File: src/rtl/pwm_pkg.sv
// Shared constants, channel-mode type and helpers for the 16-channel PWM output stage.
package pwm_pkg;

  localparam int PWM_CNT_W = 8;
  localparam logic [PWM_CNT_W-1:0] DUTY_FULL = 8'hFF;
  localparam int CLK_DIV_DEFAULT = 13;
  localparam int NUM_CH = 16;

  typedef enum logic [1:0] {
    CH_OFF    = 2'd0,
    CH_STATIC = 2'd1,
    CH_PWM    = 2'd2
  } ch_mode_t;

  // Divider width: a 1-bit counter is kept even for CLK_DIV=1 so the logic stays uniform.
  function automatic int presc_width(input int div);
    return (div > 1) ? $clog2(div) : 1;
  endfunction

  // Output enable dominates the PWM select.
  function automatic ch_mode_t ch_mode(input logic en_out, input logic en_pwm);
    if (!en_out) return CH_OFF;
    if (!en_pwm) return CH_STATIC;
    return CH_PWM;
  endfunction

  function automatic logic ch_level(input ch_mode_t mode, input logic pwm_high);
    case (mode)
      CH_STATIC: return 1'b1;
      CH_PWM:    return pwm_high;
      default:   return 1'b0;
    endcase
  endfunction

endpackage

File: src/rtl/pwm_prescaler.sv
// Clock prescaler: tick is high for one clock out of every CLK_DIV clocks.
module pwm_prescaler
  import pwm_pkg::*;
#(
  parameter int CLK_DIV = CLK_DIV_DEFAULT
) (
  input  logic clk,
  input  logic rst_n,
  output logic tick
);

  localparam int PW = presc_width(CLK_DIV);
  localparam logic [PW-1:0] P_LAST = PW'(CLK_DIV - 1);

  logic [PW-1:0] p_q;
  logic [PW-1:0] p_d;

  // With CLK_DIV=1, P_LAST is 0 and p_q never leaves 0, so tick is constantly high.
  assign tick = (p_q == P_LAST);

  always_comb begin
    p_d = p_q + PW'(1);
    if (tick) p_d = '0;
  end

  always_ff @(posedge clk) begin
    if (!rst_n) p_q <= '0;
    else        p_q <= p_d;
  end

endmodule

File: src/rtl/pwm_peripheral.sv
// 16-channel output stage: off / static high / shared 8-bit PWM per channel,
// with the duty cycle shadowed to period boundaries for glitch-free waveforms.
module pwm_peripheral
  import pwm_pkg::*;
#(
  parameter int CLK_DIV = CLK_DIV_DEFAULT
) (
  input  logic              clk,
  input  logic              rst_n,
  input  logic [7:0]        en_reg_out_7_0,
  input  logic [7:0]        en_reg_out_15_8,
  input  logic [7:0]        en_reg_pwm_7_0,
  input  logic [7:0]        en_reg_pwm_15_8,
  input  logic [7:0]        pwm_duty_cycle,
  output logic [NUM_CH-1:0] out,
  output logic              pwm_period_start
);

  localparam logic [PWM_CNT_W-1:0] CNT_LAST = '1;

  logic                 tick;
  logic                 wrap;
  logic                 pwm_high;
  logic [NUM_CH-1:0]    en_out;
  logic [NUM_CH-1:0]    en_pwm;
  logic [PWM_CNT_W-1:0] cnt_q, cnt_d;
  logic [PWM_CNT_W-1:0] duty_shadow_q, duty_shadow_d;
  logic [NUM_CH-1:0]    out_q, out_d;
  logic                 period_start_q, period_start_d;

  pwm_prescaler #(.CLK_DIV(CLK_DIV)) u_prescaler (
    .clk  (clk),
    .rst_n(rst_n),
    .tick (tick)
  );

  assign en_out = {en_reg_out_15_8, en_reg_out_7_0};
  assign en_pwm = {en_reg_pwm_15_8, en_reg_pwm_7_0};

  // Full-scale duty is special-cased so 0xFF has no one-step low gap.
  assign wrap     = tick && (cnt_q == CNT_LAST);
  assign pwm_high = (duty_shadow_q == DUTY_FULL) || (cnt_q < duty_shadow_q);

  always_comb begin
    cnt_d          = cnt_q;
    duty_shadow_d  = duty_shadow_q;
    period_start_d = wrap;
    if (tick) cnt_d = cnt_q + PWM_CNT_W'(1);
    if (wrap) duty_shadow_d = pwm_duty_cycle;
  end

  for (genvar gi = 0; gi < NUM_CH; gi++) begin : g_ch
    assign out_d[gi] = ch_level(ch_mode(en_out[gi], en_pwm[gi]), pwm_high);
  end

  always_ff @(posedge clk) begin
    if (!rst_n) begin
      cnt_q          <= '0;
      duty_shadow_q  <= '0;
      out_q          <= '0;
      period_start_q <= 1'b0;
    end else begin
      cnt_q          <= cnt_d;
      duty_shadow_q  <= duty_shadow_d;
      out_q          <= out_d;
      period_start_q <= period_start_d;
    end
  end

  assign out              = out_q;
  assign pwm_period_start = period_start_q;

endmodule

File: config.mk
export PLATFORM = sky130hd
export DESIGN_NAME = pwm_peripheral
export DESIGN_NICKNAME = d
export VERILOG_FILES = /design/src/rtl/pwm_pkg.sv /design/src/rtl/pwm_prescaler.sv /design/src/rtl/pwm_peripheral.sv
export SDC_FILE = /design/constraint.sdc
export NUM_CORES = 1
export LEC_CHECK = 0
export CAP_MARGIN = 15
export CELL_PAD_IN_SITES_DETAIL_PLACEMENT = 1
export CELL_PAD_IN_SITES_GLOBAL_PLACEMENT = 2
export CORE_ASPECT_RATIO = 0.7
export CORE_UTILIZATION = 24
export CTS_BUF_LIST = sky130_fd_sc_hd__clkbuf_4
export DETAILED_ROUTE_END_ITERATION = 10
export HOLD_SLACK_MARGIN = 0.15
export PLACE_DENSITY = 0.83
export SLEW_MARGIN = 20
export SYNTH_ARGS = -nofsm -noshare
export SYNTH_HDL_FRONTEND = slang
export SYNTH_HIERARCHICAL = 1
export SYNTH_SLANG_ARGS = --single-unit
File: constraint.sdc
create_clock -name clk -period 1.65 [get_ports clk]
set_input_delay 0.165 -clock clk [delete_from_list [all_inputs] [get_ports clk]]
set_output_delay 0.165 -clock clk [all_outputs]
set_load 0.05 [all_outputs]
==> implementation parameters, run 1 <==
Parameter                              Value

Synth
  Mapped Cells ... 170
  EDFF count, synth ... 0
  Share of synthesized area occupied by flip-flops and latches ... 45.7%
  Mapped Avg Cell Area ... 9.54 um2
  Post-synth top cells ... dfxtp_1, nand2_1, o21ai_0
  Most used flip-flop cell after synthesis ... dfxtp_1
  Post-synth top area share ... 45.7%
  Ranking of synthesized cells by area ... dfxtp_1, ha_1, nand2_1
  Synthesized cell area ... between 1500 and 2000 um2
  Async set-reset flop share out of synthesis ... 0%
  Number of library cell types mapped by synthesis ... 32
  Most instantiated library cell after synthesis ... dfxtp_1
  Nets in the synthesized netlist ... 222
  Leading area contributor after synthesis ... dfxtp_1
  Yosys warning total ... 6
  Post-synthesis register bit count ... 37

Routing
  Iteration-0 DRC Markers ... 23
  DRT Pass-1 Iters ... 3
  Mean number of vias per cell ... 4.34
  Number of remaining DRC errors ... 0
  Total wirelength of the detailed-routed design ... ~4500 um
  Number of nets with antenna violations after routing ... 0
  Overall via count from detail_route ... roughly 1500
  Wirelength per Cell ... approximately 13 um

Clock tree
  TritonCTS sink count ... 37
  Number of buffers on the longest clock path ... 2
  TritonCTS clock tree ... built
  H-Tree Depth ... 2
  Clock latency of the later-clocked register in the worst-skew pair ... 0.35 ns
  Clock Tree Root ... clkbuf_4
  Clock-pin slew on the worst setup and hold paths ... 0.12 ns
  Hold-fix buffers at CTS ... 0
  TritonCTS buffer count ... 5

Run
  Maxcap violations ... 0

Power and ir drop
  Switch Pwr ... ~0.45 mW
  Gate power share ... about 15%
  Sequential share of power ... 50.2%
  Worst VDD drop ... 314 uV
  Overall power of the completed layout ... about 1.8 mW
  Internal Pwr Total ... 1.39 mW
  Sw Ratio ... 24.6%
  Clock network fraction of total power ... about a third
  Power density relative to cell area ... 679 nW/um2
  Leak ... roughly 1.1 nW

Global route
  Largest net degree at the start of global routing ... 38
  Vias in the first global route ... roughly 1700
  Global Route met3 Usage ... 4.35%
  Global routing usage on met2 ... about a fifth
  Combined global-route utilization of all metal layers ... 13.3%
  Met1 GRT Util ... around 17%
  Most used routing layer ... met2
  Number of antenna violations at the first check in global routing ... 0
  Leftover overflow at the end of global routing ... 0
  First-pass GRT wire length ... approximately 7300 um

Placement
  Number of I/O port buffers ... a little under 60
  HPWL after detailed placement ... 3170 um
  Post-Place Cell Area ... between 2000 and 2500 um2
  Worst-case setup slack after placement ... -0.0508 ns
  Final estimated routing congestion in global placement ... 0.716

STA
  Maximum frequency from static timing analysis ... 583 MHz
  Tightest slew margin relative to the limit ... between 60 and 70%
  RSZ-0062 raised after global routing ... true
  Period utilisation layout ... 104%
  Final Worst Setup Slack ... -0.0650 ns
  Slew @ Worst Pin ... 0.512 ns
  Minimum clock period ... 1.72 ns
  Hold Violations, Final ... 0
  Setup clock skew after layout ... 0.00852 ns
  Total of endpoints with negative setup slack in the final report ... 16
  Final-report max-slew violation count ... 0

Finish
  Diodes inserted ... 0
  Area Overhead vs Synth ... 67.6%
  End-of-flow core utilization ... 42.7%
  Nets ... 306
  Final non-filler cell area ... 2720 um2
  Fraction of layout instances using a drive strength above 1 ... 34.1%

Floorplan
  Total core area ... between 6000 and 7000 um2
  Die Outline Area ... 7090 um2
  Cell Rows ... 24
  Initial core utilization ... between 20 and 30%
  I/O pin cnt ... 59
  Die boundary height ... 70.8 um
  X dimension of the die ... 100 um

Critical path
  Critical path startpoint category ... flip-flop
  Worst Path Max Fanout ... 8
  Crit path DAT ... slightly below 2 ns
  Slowest stage cell on the critical path ... dfxtp_2
  Worst setup slack for register-to-register paths ... -0.07 ns
  Data required time of the worst path ... 1.90 ns
  Chain of cells forming the critical path ... inv_2 -> ha_4 -> and4_4 -> o21ai_4 -> o32ai_4 -> buf_12 -> buf_16 -> a21oi_4
  Crit end category ... flip-flop
  CP max stage delay ... 0.35 ns
  Worst Path Class, Setup ... reg -> reg

Run status
  Violated checks ... setup timing
  Run status ... finished, violations left

Hold path
  Path category of the worst min-delay check ... in -> reg
## final cells by class
cell class                      instances  area [um2]
Timing Repair Buffer                   82         788
Clock buffer                            6        45.0
Clock inverter                          2        33.8
Tap cell                               91         114
Inverter                               11        41.3
Fill cell                             753        3650
Sequential cell                        37         752
Multi-Input combinational cell        117         943
## metrics by stage
step                TNS [ns]  hold WS (ns)  std cells
floorplan                  0         0.243        170
global placement           0         0.492        329
detailed placement    -0.631         0.502        329
CTS                  -0.0563         0.315        343
global route           -1.84         0.330        346
finish                -0.930         0.346        346
## state kept, by name, summed over array words and instances, names as in the netlist
signal / flops
cnt_q: 8
duty_shadow_q: 8
out: 16
pwm_period_start: 1
u_prescaler/p_q: 4
## final timing paths
kind,from,end,cells past startpoint
worst max-delay path,duty_shadow_q[6],out[11],8
worst min-delay path,en_reg_out_7_0[4],out[4],3
worst max register to register,duty_shadow_q[6],out[11],8
worst min register to register,duty_shadow_q[3],duty_shadow_q[3],2
## logic make-up (layout without fill, tap and decap cells)
group,after synthesis,count (layout),share of synthesized area [%]
AND/OR/NAND/NOR,53,53,16.6
AO/OA/AOI/OAI,47,47,21.9
flip-flops,37,37,45.7
buffers and inverters,16,101,4.17
adder cells (fa/ha/maj),10,10,7.72
XOR/XNOR,5,5,2.70
multiplexers,2,2,1.23
## layer usage
metal | vias to the layer above | share of wire, %
li1 | 755 | -
met2 | 39 | 46
met1 | 701 | 47
met3 | 7 | 6.0
met4 | 0 | 1.8
met5 | - | 0
## power groups by stage
stage               registers [mW]  clock network (mW)  logic, mW
floorplan                     1.00                   0     0.0456
global route                 0.928               0.707      0.287
finish                       0.926               0.651      0.269
detailed placement           0.946                   0      0.255
global placement             0.945                   0      0.251
CTS                          0.925               0.672      0.251
## worst max-delay path, delay by kind of cell, from the launching register on
kind | cells | cell delay (ns)
simple gates | 1 | 0.24
flops | 1 | 0.35
fa+ha+maj | 1 | 0.26
compound gates | 3 | 0.42
buf+inv | 3 | 0.33
## layout by cell type, fill, tap and decap left out, drive strengths merged, types with 2 or more instances in the layout
master,count
ha,10
mux2i,2
nand2,27
nand4,6
and3,3
o21ai,12
inv,11
or3,2
clkdlybuf4s50,41
and2,6
a21oi,19
buf,31
a21boi,11
dfxtp,37
nor2b,2
dlygate4sd2,10
clkbuf,6
xnor2,4
nor2,3
## repair_timing
| item | CTS | global route |
|---|---|---|
| pin swaps | 16 | 14 |
| endpoints found under the setup margin | 28 | 28 |
| resized for setup | 33 | 17 |
| buffers inserted | 5 | 3 |
| cloned | 1 | 0 |
Note: power is estimated with default switching activity, not from simulation.
==> run 2: changes to the inputs <==
PLACE_DENSITY = unset   (was 0.83)
PLACE_DENSITY_LB_ADDON = 0.12   (was unset)
==> implementation parameters, run 2 (same netlist as run 1, synthesis figures left out) <==
Parameter                              Value

Routing
  Overall via count from detail_route ... 1496 (-0.40%)
  Iteration-0 DRC Markers ... 16 (-30%)
  Number of nets with antenna violations after routing ... 0 (unchanged)
  Number of remaining DRC errors ... 0 (unchanged)
  Wirelength per Cell ... 13.8 um (+5.5%)
  Mean number of vias per cell ... 4.32 (-0.40%)
  Total wirelength of the detailed-routed design ... 4790 um (+5.5%)
  DRT Pass-1 Iters ... 3 (unchanged)

Clock tree
  TritonCTS buffer count ... 5 (unchanged)
  Clock Tree Root ... clkbuf_4
  TritonCTS clock tree ... built
  Number of buffers on the longest clock path ... 2 (unchanged)
  Clock latency of the later-clocked register in the worst-skew pair ... 0.33 ns (-0.02 ns)
  Clock-pin slew on the worst setup and hold paths ... 0.11 ns (about the same)
  TritonCTS sink count ... 37 (unchanged)
  Hold-fix buffers at CTS ... 0 (unchanged)
  H-Tree Depth ... 2 (unchanged)

Floorplan
  Initial core utilization ... 25.5% (unchanged)
  I/O pin cnt ... 59 (unchanged)
  Total core area ... 6370 um2 (unchanged)
  Die boundary height ... 70.8 um (unchanged)
  Die Outline Area ... 7090 um2 (unchanged)
  Cell Rows ... 24 (unchanged)
  X dimension of the die ... 100 um (unchanged)

Power and ir drop
  Overall power of the completed layout ... 1.71 mW (-7.5%)
  Power density relative to cell area ... 628 nW/um2 (-7.6%)
  Worst VDD drop ... 285 uV (-9.4%)
  Leak ... 1.22 nW (+14%)

Critical path
  CP delay by family, top ... compound AO/OA/AOI/OAI gates
  Slowest stage cell on the critical path ... dfxtp_2
  Chain of cells forming the critical path ... inv_2 -> ha_4 -> and4_1 -> o21ai_2 -> o32ai_4 -> buf_6 -> a21oi_2
  Worst Path Class, Setup ... reg -> reg
  Crit path DAT ... 1.82 ns (-0.15 ns)
  Crit end category ... flip-flop
  CP max stage delay ... 0.36 ns (about the same)
  Worst Path Max Fanout ... 6 (-2)
  Critical path startpoint category ... flip-flop
  Data required time of the worst path ... 1.88 ns (-0.02 ns)
  Critical path buffer and inverter count ... 2 (-1)

STA
  Setup clock skew after layout ... 0.00726 ns (-0.00126 ns)
  Setup tns final ... 0 ns (+0.930 ns)
  Slew @ Worst Pin ... 0.525 ns (+0.0135 ns)
  Total of endpoints with negative setup slack in the final report ... 0 (-16)
  Minimum clock period ... 1.59 ns (-0.129 ns)
  Worst Hold Slack ... 0.371 ns (+0.0256 ns)
  Final Worst Setup Slack ... 0.0639 ns (+0.129 ns)
  RSZ-0062 raised after global routing ... true
  Final-report max-slew violation count ... 0 (unchanged)
  Tightest slew margin relative to the limit ... 64.9% (-1.1 points)
  Period utilisation layout ... 96.1% (-7.8 points)
  Maximum frequency from static timing analysis ... 630 MHz (+8.1%)
  Hold Violations, Final ... 0 (unchanged)

Global route
  Combined global-route utilization of all metal layers ... 13.9% (+0.60 points)
  First-pass GRT wire length ... 7710 um (+5.0%)
  Vias in the first global route ... 1597 (-3.3%)
  Leftover overflow at the end of global routing ... 0 (unchanged)
  Number of antenna violations at the first check in global routing ... 0 (unchanged)
  Largest net degree at the start of global routing ... 38 (unchanged)

Finish
  Fraction of layout instances using a drive strength above 1 ... 33.3% (-0.78 points)
  Commonest cells after routing, fill and taps aside ... clkdlybuf4s50_1, nand2_1, dfxtp_1
  Leading cell type in the layout, fill and taps excluded ... clkdlybuf4s50_1
  Non-filler cells, final ... 346 (unchanged)
  Number of flip-flops under the largest register name ... 16 (unchanged)
  # fillers ... 721 (-4.2%)
  Diodes inserted ... 0 (unchanged)
  Nets ... 306 (unchanged)
  Area Overhead vs Synth ... 67.8%

Placement
  HPWL after detailed placement ... 3590 um (+13%)
  Final estimated routing congestion in global placement ... 0.786 (+9.8%)
  Number of I/O port buffers ... 58 (unchanged)
  Instance count after placement with tap cells included ... 334 (+1.5%)
  Worst-case setup slack after placement ... -0.0687 ns (-0.0180 ns)

Hold path
  Path category of the worst min-delay check ... in -> reg

Run
  Maxcap violations ... 0 (unchanged)

Run status
  Run status ... complete, no violations
## run 2: changes by cell type in the layout (fill, tap and decap cells not counted), moves of 2 or more
cell | previous run | this run
buf_12 | 3 | 1
dfxtp_2 | 9 | 11
o21ai_0 | 10 | 8
o21ai_1 | 1 | 3
dlygate4sd2_1 | 10 | 3
buf_6 | 0 | 5
clkbuf_4 | 6 | 8
dlymetal6s2s_1 | 0 | 13
a21boi_0 | 9 | 7
dfxtp_1 | 28 | 25
buf_4 | 27 | 19
## run 2: worst paths after layout
path | depth (start not counted) | start | end | slack (ns)
min reg2reg | 2 | duty_shadow_q[2] | duty_shadow_q[2] | 0.52
min | 3 | en_reg_out_15_8[1] | out[9] | 0.37
max | 7 | duty_shadow_q[6] | out[3] | 0.06
max reg2reg | 7 | duty_shadow_q[6] | out[3] | 0.06
## run 2: layout make-up
cell class                 count  area, um2  share of cell area, %
multi-input combinational    117        930                   34.2
timing repair buffer          82        818                   30.1
sequential                    37        758                   27.9
tap                           91        114                   4.18
clock buffer                   8       60.1                   2.21
inverter                      11       41.3                   1.52
## run 2: what timing repair did
item | in CTS | in global routing
resized for setup | 24 | 42
pin swaps | 10 | 16
endpoints found under the setup margin | 20 | 40
gates cloned | 0 | 0
buffers inserted | 0 | 4
hold endpoints to repair | 0 | 0
## run 2: power by group
group	total, mW	internal, mW	leakage (nW)	switching [mW]
logic	0.270	0.148	0.875	0.123
clock network	0.512	0.220	0.0368	0.292
registers	0.926	0.915	0.307	0.0106
## run 2: worst min-delay path: cells and delay by family
kind,cells,cell delay [ns]
AOI/OAI and AO/OA,1,0.03
buffers and inverters,1,0.40
and+or+nand+nor,1,0.07
## run 2: per-layer routing
metal / track usage [%] / wire, um / vias up
li1: - / - / 751
met1: 18.4 / 2290 / 717
met2: 22.3 / 2250 / 26
met3: 4.35 / 213 / 2
met4: 3.38 / 31 / 0
met5: 0 / 0 / -
## run 2: metrics by stage
stage | instance area, um2 | utilization, %
3_5_place_dp | 2450 | 38.5
4_1_cts | 2570 | 40.4
5_1_grt | 2720 | 42.7
3_3_place_gp | 2450 | 38.5
2_1_floorplan | 1620 | -
6_report | 2720 | 42.7
